`src/rtl/cpu_defs.sv`:
```
// Shared CPU definitions: opcodes, store byte masks, memory-stage state encoding and op classifiers.
package cpu_defs;

    localparam logic [5:0] OP_RTYPE = 6'd0;
    localparam logic [5:0] OP_ADDI  = 6'd1;
    localparam logic [5:0] OP_LUI   = 6'd3;
    localparam logic [5:0] OP_ANDI  = 6'd4;
    localparam logic [5:0] OP_ORI   = 6'd5;
    localparam logic [5:0] OP_XORI  = 6'd6;
    localparam logic [5:0] OP_LW    = 6'd16;
    localparam logic [5:0] OP_LH    = 6'd18;
    localparam logic [5:0] OP_LB    = 6'd20;
    localparam logic [5:0] OP_SW    = 6'd24;
    localparam logic [5:0] OP_SH    = 6'd26;
    localparam logic [5:0] OP_SB    = 6'd28;
    localparam logic [5:0] OP_JAL   = 6'd41;

    // Active-low byte write masks; all ones means a read.
    localparam logic [3:0] WREN_SW   = 4'b0000;
    localparam logic [3:0] WREN_SH   = 4'b1100;
    localparam logic [3:0] WREN_SB   = 4'b1110;
    localparam logic [3:0] WREN_NONE = 4'b1111;

    typedef enum logic [0:0] {
        ST_IDLE   = 1'b0,
        ST_ACCESS = 1'b1
    } mem_state_t;

    function automatic logic is_load(input logic [5:0] op);
        case (op)
            OP_LW, OP_LH, OP_LB: is_load = 1'b1;
            default:             is_load = 1'b0;
        endcase
    endfunction

    function automatic logic is_store(input logic [5:0] op);
        case (op)
            OP_SW, OP_SH, OP_SB: is_store = 1'b1;
            default:             is_store = 1'b0;
        endcase
    endfunction

    function automatic logic is_mem(input logic [5:0] op);
        is_mem = is_load(op) || is_store(op);
    endfunction

    function automatic logic writes_reg(input logic [5:0] op);
        case (op)
            OP_RTYPE, OP_ADDI, OP_LUI, OP_ANDI, OP_ORI, OP_XORI, OP_JAL: writes_reg = 1'b1;
            default:                                                   writes_reg = 1'b0;
        endcase
    endfunction

endpackage

```
`src/rtl/load_extend.sv`:
```
// Load data alignment: sign-extends halfword/byte loads, passes words through.
module load_extend
    import cpu_defs::*;
(
    input  logic [5:0]  op,
    input  logic [31:0] rdata,
    output logic [31:0] data
);

    // Select the extension rule from the load opcode
    always_comb begin
        data = rdata;
        case (op)
            OP_LH:   data = {{16{rdata[15]}}, rdata[15:0]};
            OP_LB:   data = {{24{rdata[7]}}, rdata[7:0]};
            default: data = rdata;
        endcase
    end

endmodule

```
`src/rtl/mem_wb_stage.sv`:
```
// Memory-access / writeback stage: runs loads and stores over a req/ack data-memory handshake
// with a bounded wait, and produces registered register-file writeback.
module mem_wb_stage
    import cpu_defs::*;
#(
    parameter int unsigned TIMEOUT = 32'd256
) (
    input  logic        clk,
    input  logic        rst,
    input  logic        ex_valid,
    input  logic [5:0]  ex_op,
    input  logic [4:0]  ex_wreg,
    input  logic [3:0]  ex_wren,
    input  logic [31:0] ex_result,
    input  logic [31:0] ex_addr,
    output logic        ex_stall,
    output logic        dmem_req,
    output logic [3:0]  dmem_wen,
    output logic [31:0] dmem_addr,
    output logic [31:0] dmem_wdata,
    input  logic        dmem_ack,
    input  logic [31:0] dmem_rdata,
    output logic        wb_we,
    output logic [4:0]  wb_reg,
    output logic [31:0] wb_data,
    output logic        mem_err
);

    localparam logic [7:0] CNT_LAST = 8'(TIMEOUT - 32'd1);

    mem_state_t  state_r;
    logic [5:0]  op_r;
    logic [4:0]  wreg_r;
    logic [7:0]  cnt_r;
    logic [31:0] ld_data_s;

    load_extend u_load_extend (
        .op    (op_r),
        .rdata (dmem_rdata),
        .data  (ld_data_s)
    );

    // Execute must hold while an access is outstanding or one is being presented
    assign ex_stall = (state_r == ST_ACCESS) || (ex_valid && is_mem(ex_op));

    // Stage FSM, memory request registers and writeback registers
    always_ff @(posedge clk or posedge rst) begin
        if (rst) begin
            state_r    <= ST_IDLE;
            op_r       <= 6'd0;
            wreg_r     <= 5'd0;
            cnt_r      <= 8'd0;
            dmem_req   <= 1'b0;
            dmem_wen   <= WREN_NONE;
            dmem_addr  <= 32'd0;
            dmem_wdata <= 32'd0;
            wb_we      <= 1'b0;
            wb_reg     <= 5'd0;
            wb_data    <= 32'd0;
            mem_err    <= 1'b0;
        end else begin
            case (state_r)
                ST_IDLE: begin
                    if (ex_valid && is_mem(ex_op)) begin
                        op_r       <= ex_op;
                        wreg_r     <= ex_wreg;
                        dmem_addr  <= ex_addr;
                        dmem_wdata <= ex_result;
                        dmem_wen   <= is_store(ex_op) ? ex_wren : WREN_NONE;
                        dmem_req   <= 1'b1;
                        cnt_r      <= 8'd0;
                        wb_we      <= 1'b0;
                        state_r    <= ST_ACCESS;
                    end else if (ex_valid) begin
                        wb_we   <= writes_reg(ex_op) && (ex_wreg != 5'd0);
                        wb_reg  <= ex_wreg;
                        wb_data <= ex_result;
                    end else begin
                        wb_we <= 1'b0;
                    end
                end
                ST_ACCESS: begin
                    // An ack on the final allowed cycle still completes the access
                    if (dmem_ack) begin
                        dmem_req <= 1'b0;
                        wb_we    <= is_load(op_r) && (wreg_r != 5'd0);
                        wb_reg   <= wreg_r;
                        wb_data  <= ld_data_s;
                        state_r  <= ST_IDLE;
                    end else if (cnt_r == CNT_LAST) begin
                        dmem_req <= 1'b0;
                        mem_err  <= 1'b1;
                        wb_we    <= 1'b0;
                        state_r  <= ST_IDLE;
                    end else begin
                        cnt_r <= cnt_r + 8'd1;
                        wb_we <= 1'b0;
                    end
                end
                default: begin
                    dmem_req <= 1'b0;
                    wb_we    <= 1'b0;
                    state_r  <= ST_IDLE;
                end
            endcase
        end
    end

endmodule
```
`config.mk`:
```
export PLATFORM = sky130hd
export DESIGN_NAME = mem_wb_stage
export DESIGN_NICKNAME = d
export VERILOG_FILES = /design/src/rtl/cpu_defs.sv /design/src/rtl/load_extend.sv /design/src/rtl/mem_wb_stage.sv
export SDC_FILE = /design/constraint.sdc
export NUM_CORES = 1
export LEC_CHECK = 0
export BUFFER_PORTS_ARGS = -buffer_cell sky130_fd_sc_hd__buf_2
export CORE_UTILIZATION = 45
export CTS_CLUSTER_DIAMETER = 80
export DETAILED_ROUTE_END_ITERATION = 8
export HOLD_SLACK_MARGIN = 0.02
export PLACE_DENSITY = 0.76
export SLEW_MARGIN = 20
export SYNTH_ARGS = -nofsm -noshare
export SYNTH_HDL_FRONTEND = slang
export SYNTH_SLANG_ARGS = --single-unit
```
`constraint.sdc`:
```
create_clock -name clk -period 11.77 [get_ports clk]
set_input_delay 2.354 -clock clk [delete_from_list [all_inputs] [get_ports clk]]
set_output_delay 2.354 -clock clk [all_outputs]
set_load 0.1 [all_outputs]
```
==> flow_summary.toml <==
[routing]
first_pass_iters = 7
wl_per_cell_microns = 15.1
drc = 40
via_per_inst = 5.15
postRouteAntennaNets = 0
drt_wl_total_microns = 14500
drt_iter0_markers = 316
vias = 4934

[sta]
fin_setup_tns_ns = 0
final_hold_viol_count = 0
worst_pin_slew_ns = 1.05
finalMaxSlewViolations = 0
setup_viol = 0
fin_crit_ns = 5.99
fmax_mhz = 167
fin_skew_ns = 0.00663
slew_headroom = 0.297
finalCritPeriodShare = 0.509
rsz0062_at_grt = "no"

[power]
p_per_area_nw_per_um2 = 254
power_mw = 1.82
power_switching_share = 0.480
p_leak_nw = 3.83
p_int_mw = 0.949
ir_worst_vdd_mv = 0.134
p_clk_frac = 0.278
pwr-share-seq = 0.312
pwr-share-comb = 0.410
p_sw_mw = 0.875

[critical_path]
critPathLaunch = "ex_op[0]"
ff2ff_setup_slack_ns = 9.12
crit_path_end = "ex_stall"
crit_path_end_kind = "output pin"
r2r_cells = 5
required_ns = 9.42
reg2reg_to = "dmem_addr[1]"
critical_path_class = "in2out"
crit_fanout = 4
critPathArrivalTime_ns = 3.63
worstReg2RegStart = "state_r"
start_kind = "primary input"

[cells_and_area]
area_growth_pct = 33.2
final_util = 0.621
layout-drive-gt1-share = 0.333
multiInputGateArea_sq_um = 2040
fillers = 1000
layout_common_cells = "nand2_1, buf_2, dfrtp_1"
seq_area_sq_um = 3210
mostFrequentLayoutCell = "nand2_1"
final_net_count = 917
largest_registers = "dmem_addr: 32 flops, dmem_wdata: 32 flops, wb_data: 32 flops"

[clocking]
post_cts_buffers = 0
htreeDepth = 4
cts_tree = "done"
cts_resized = 0
clk_latency_ns = 0.40
cts-buffers-inserted = 17
clkSinkCount = 128
hold_buffers = 0
cts.path.max_buffers = 2
root_buffer = "clkbuf_16"
path_clk_slew_ns = 0.05

[synth]
postSynthAreaPerCell_sq_um = 9.26
synth_edf_count = 0
syn_nets = 698
syn_area_sq_um = 5390
synthFlopType = "dfrtp_1"
synthCells = 582
synth.distinct_cells = 43
yosysWarnings = 0
ys_seq_area_frac = 0.595
ys_ff_latch = 128
synth_async_sr_flop_share = 1.00

[floorplanning]
fp.dieArea_sq_um = 12400
die_y_microns = 111
die_x_microns = 111
start_util = 0.466
rows = 39
core_sq_um = 11600
ios = 224

[global_routing]
grt_pass1_wl_microns = 24000
grt_start_max_net_pins = 87
grt_usage = 0.246
grt_pass1_vias = 4975
antenna_found_initial = 1
grt_overflow = 0

[placement]
gp_congestion = 0.874
io_buffers = 223
dp_hpwl_microns = 10200

[run_status]
violations = "DRC"
status = "finished with violations"

[hold_path]
hold_class = "reg2reg"

[job]
max-cap-violations = 0
worst min-delay path by stage:
stage / from / to / slack [ns] / cells after the start
final: dmem_wen[1] / dmem_wen[1] / 0.46 / 2
after global placement: op_r[4] / op_r[4] / 0.44 / 1
after global routing: dmem_wen[1] / dmem_wen[1] / 0.47 / 2
after detailed placement: dmem_wen[1] / dmem_wen[1] / 0.45 / 2
after CTS: dmem_wen[1] / dmem_wen[1] / 0.46 / 2
after floorplan: op_r[4] / op_r[4] / 0.43 / 1
critical path: stages:
cell and delay [ns]:
buf_2 0.12, or3b_4 0.43, nor2_1 0.14, nand2_1 0.07, nand2_1 0.07, buf_2 0.44
kinds of logic (layout without fill, tap and decap cells):
| logic type | after synthesis | count (layout) | synth area share |
|---|---|---|---|
| AO/OA/AOI/OAI | 104 | 104 | 0.114 |
| adder cells (fa/ha/maj) | 1 | 1 | 0.00232 |
| buffers and inverters | 34 | 266 | 0.0295 |
| flip-flops | 128 | 128 | 0.595 |
| multiplexers | 16 | 16 | 0.0297 |
| other | 0 | 1 | 0 |
| AND/OR/NAND/NOR | 299 | 299 | 0.230 |
layout make-up:
| cell class | count | area share |
|---|---|---|
| clock inverters | 11 | 0.0162 |
| multi-input cells | 420 | 0.284 |
| flip-flops and latches | 128 | 0.447 |
| well taps | 143 | 0.0249 |
| clock buffers | 21 | 0.0641 |
| inverters | 7 | 0.00401 |
| diodes | 1 | 0.000348 |
| repair buffers | 227 | 0.160 |
Yosys cell counts, types with 2 or more instances:
cell       number  share of area
and2_1          4         0.0046
nand2_1       246           0.17
buf_4           3         0.0042
nor2b_1         6         0.0070
inv_1           7         0.0049
o2bb2ai_1       8          0.013
o21ai_0        15          0.014
nor2_1         15          0.010
dfstp_2         4          0.019
dfrtp_1       124           0.58
nand4_1         3         0.0035
buf_2          16          0.015
or4_1           2         0.0028
mux2i_1        16          0.030
a21oi_1        51          0.047
o31ai_1         2         0.0028
nor3_1          4         0.0037
a31oi_1         2         0.0023
nand2b_1        4         0.0046
nand3_1         5         0.0046
o22ai_1        15          0.017
and3_1          2         0.0023
clkbuf_1        8         0.0056
per-stage QoR:
step           cell area, sq um  cells  worst slack [ns]  hold WS, ns
2_1_floorplan              5390    582              5.82        0.425
3_3_place_gp               6600    925              5.81        0.442
3_5_place_dp               6600    925              5.79        0.448
4_1_cts                    7180    957              5.79        0.456
5_1_grt                    7180    957              5.72        0.474
6_report                   7180    958              5.78        0.455
power groups by stage:
stage	combinational, mW	sequential, mW	clock (mW)
2_1_floorplan	0.107	1.08	0
3_3_place_gp	0.742	0.571	0
3_5_place_dp	0.750	0.574	0
4_1_cts	0.750	0.569	0.518
5_1_grt	0.778	0.578	0.540
6_report	0.747	0.569	0.508
per-layer routing:
| metal | global-route usage | share of wire |
|---|---|---|
| met1 | 0.294 | 0.42 |
| met2 | 0.424 | 0.49 |
| met3 | 0.0582 | 0.068 |
| met4 | 0.108 | 0.020 |
| met5 | 0 | 0 |
(Power assumes the default switching activity.)
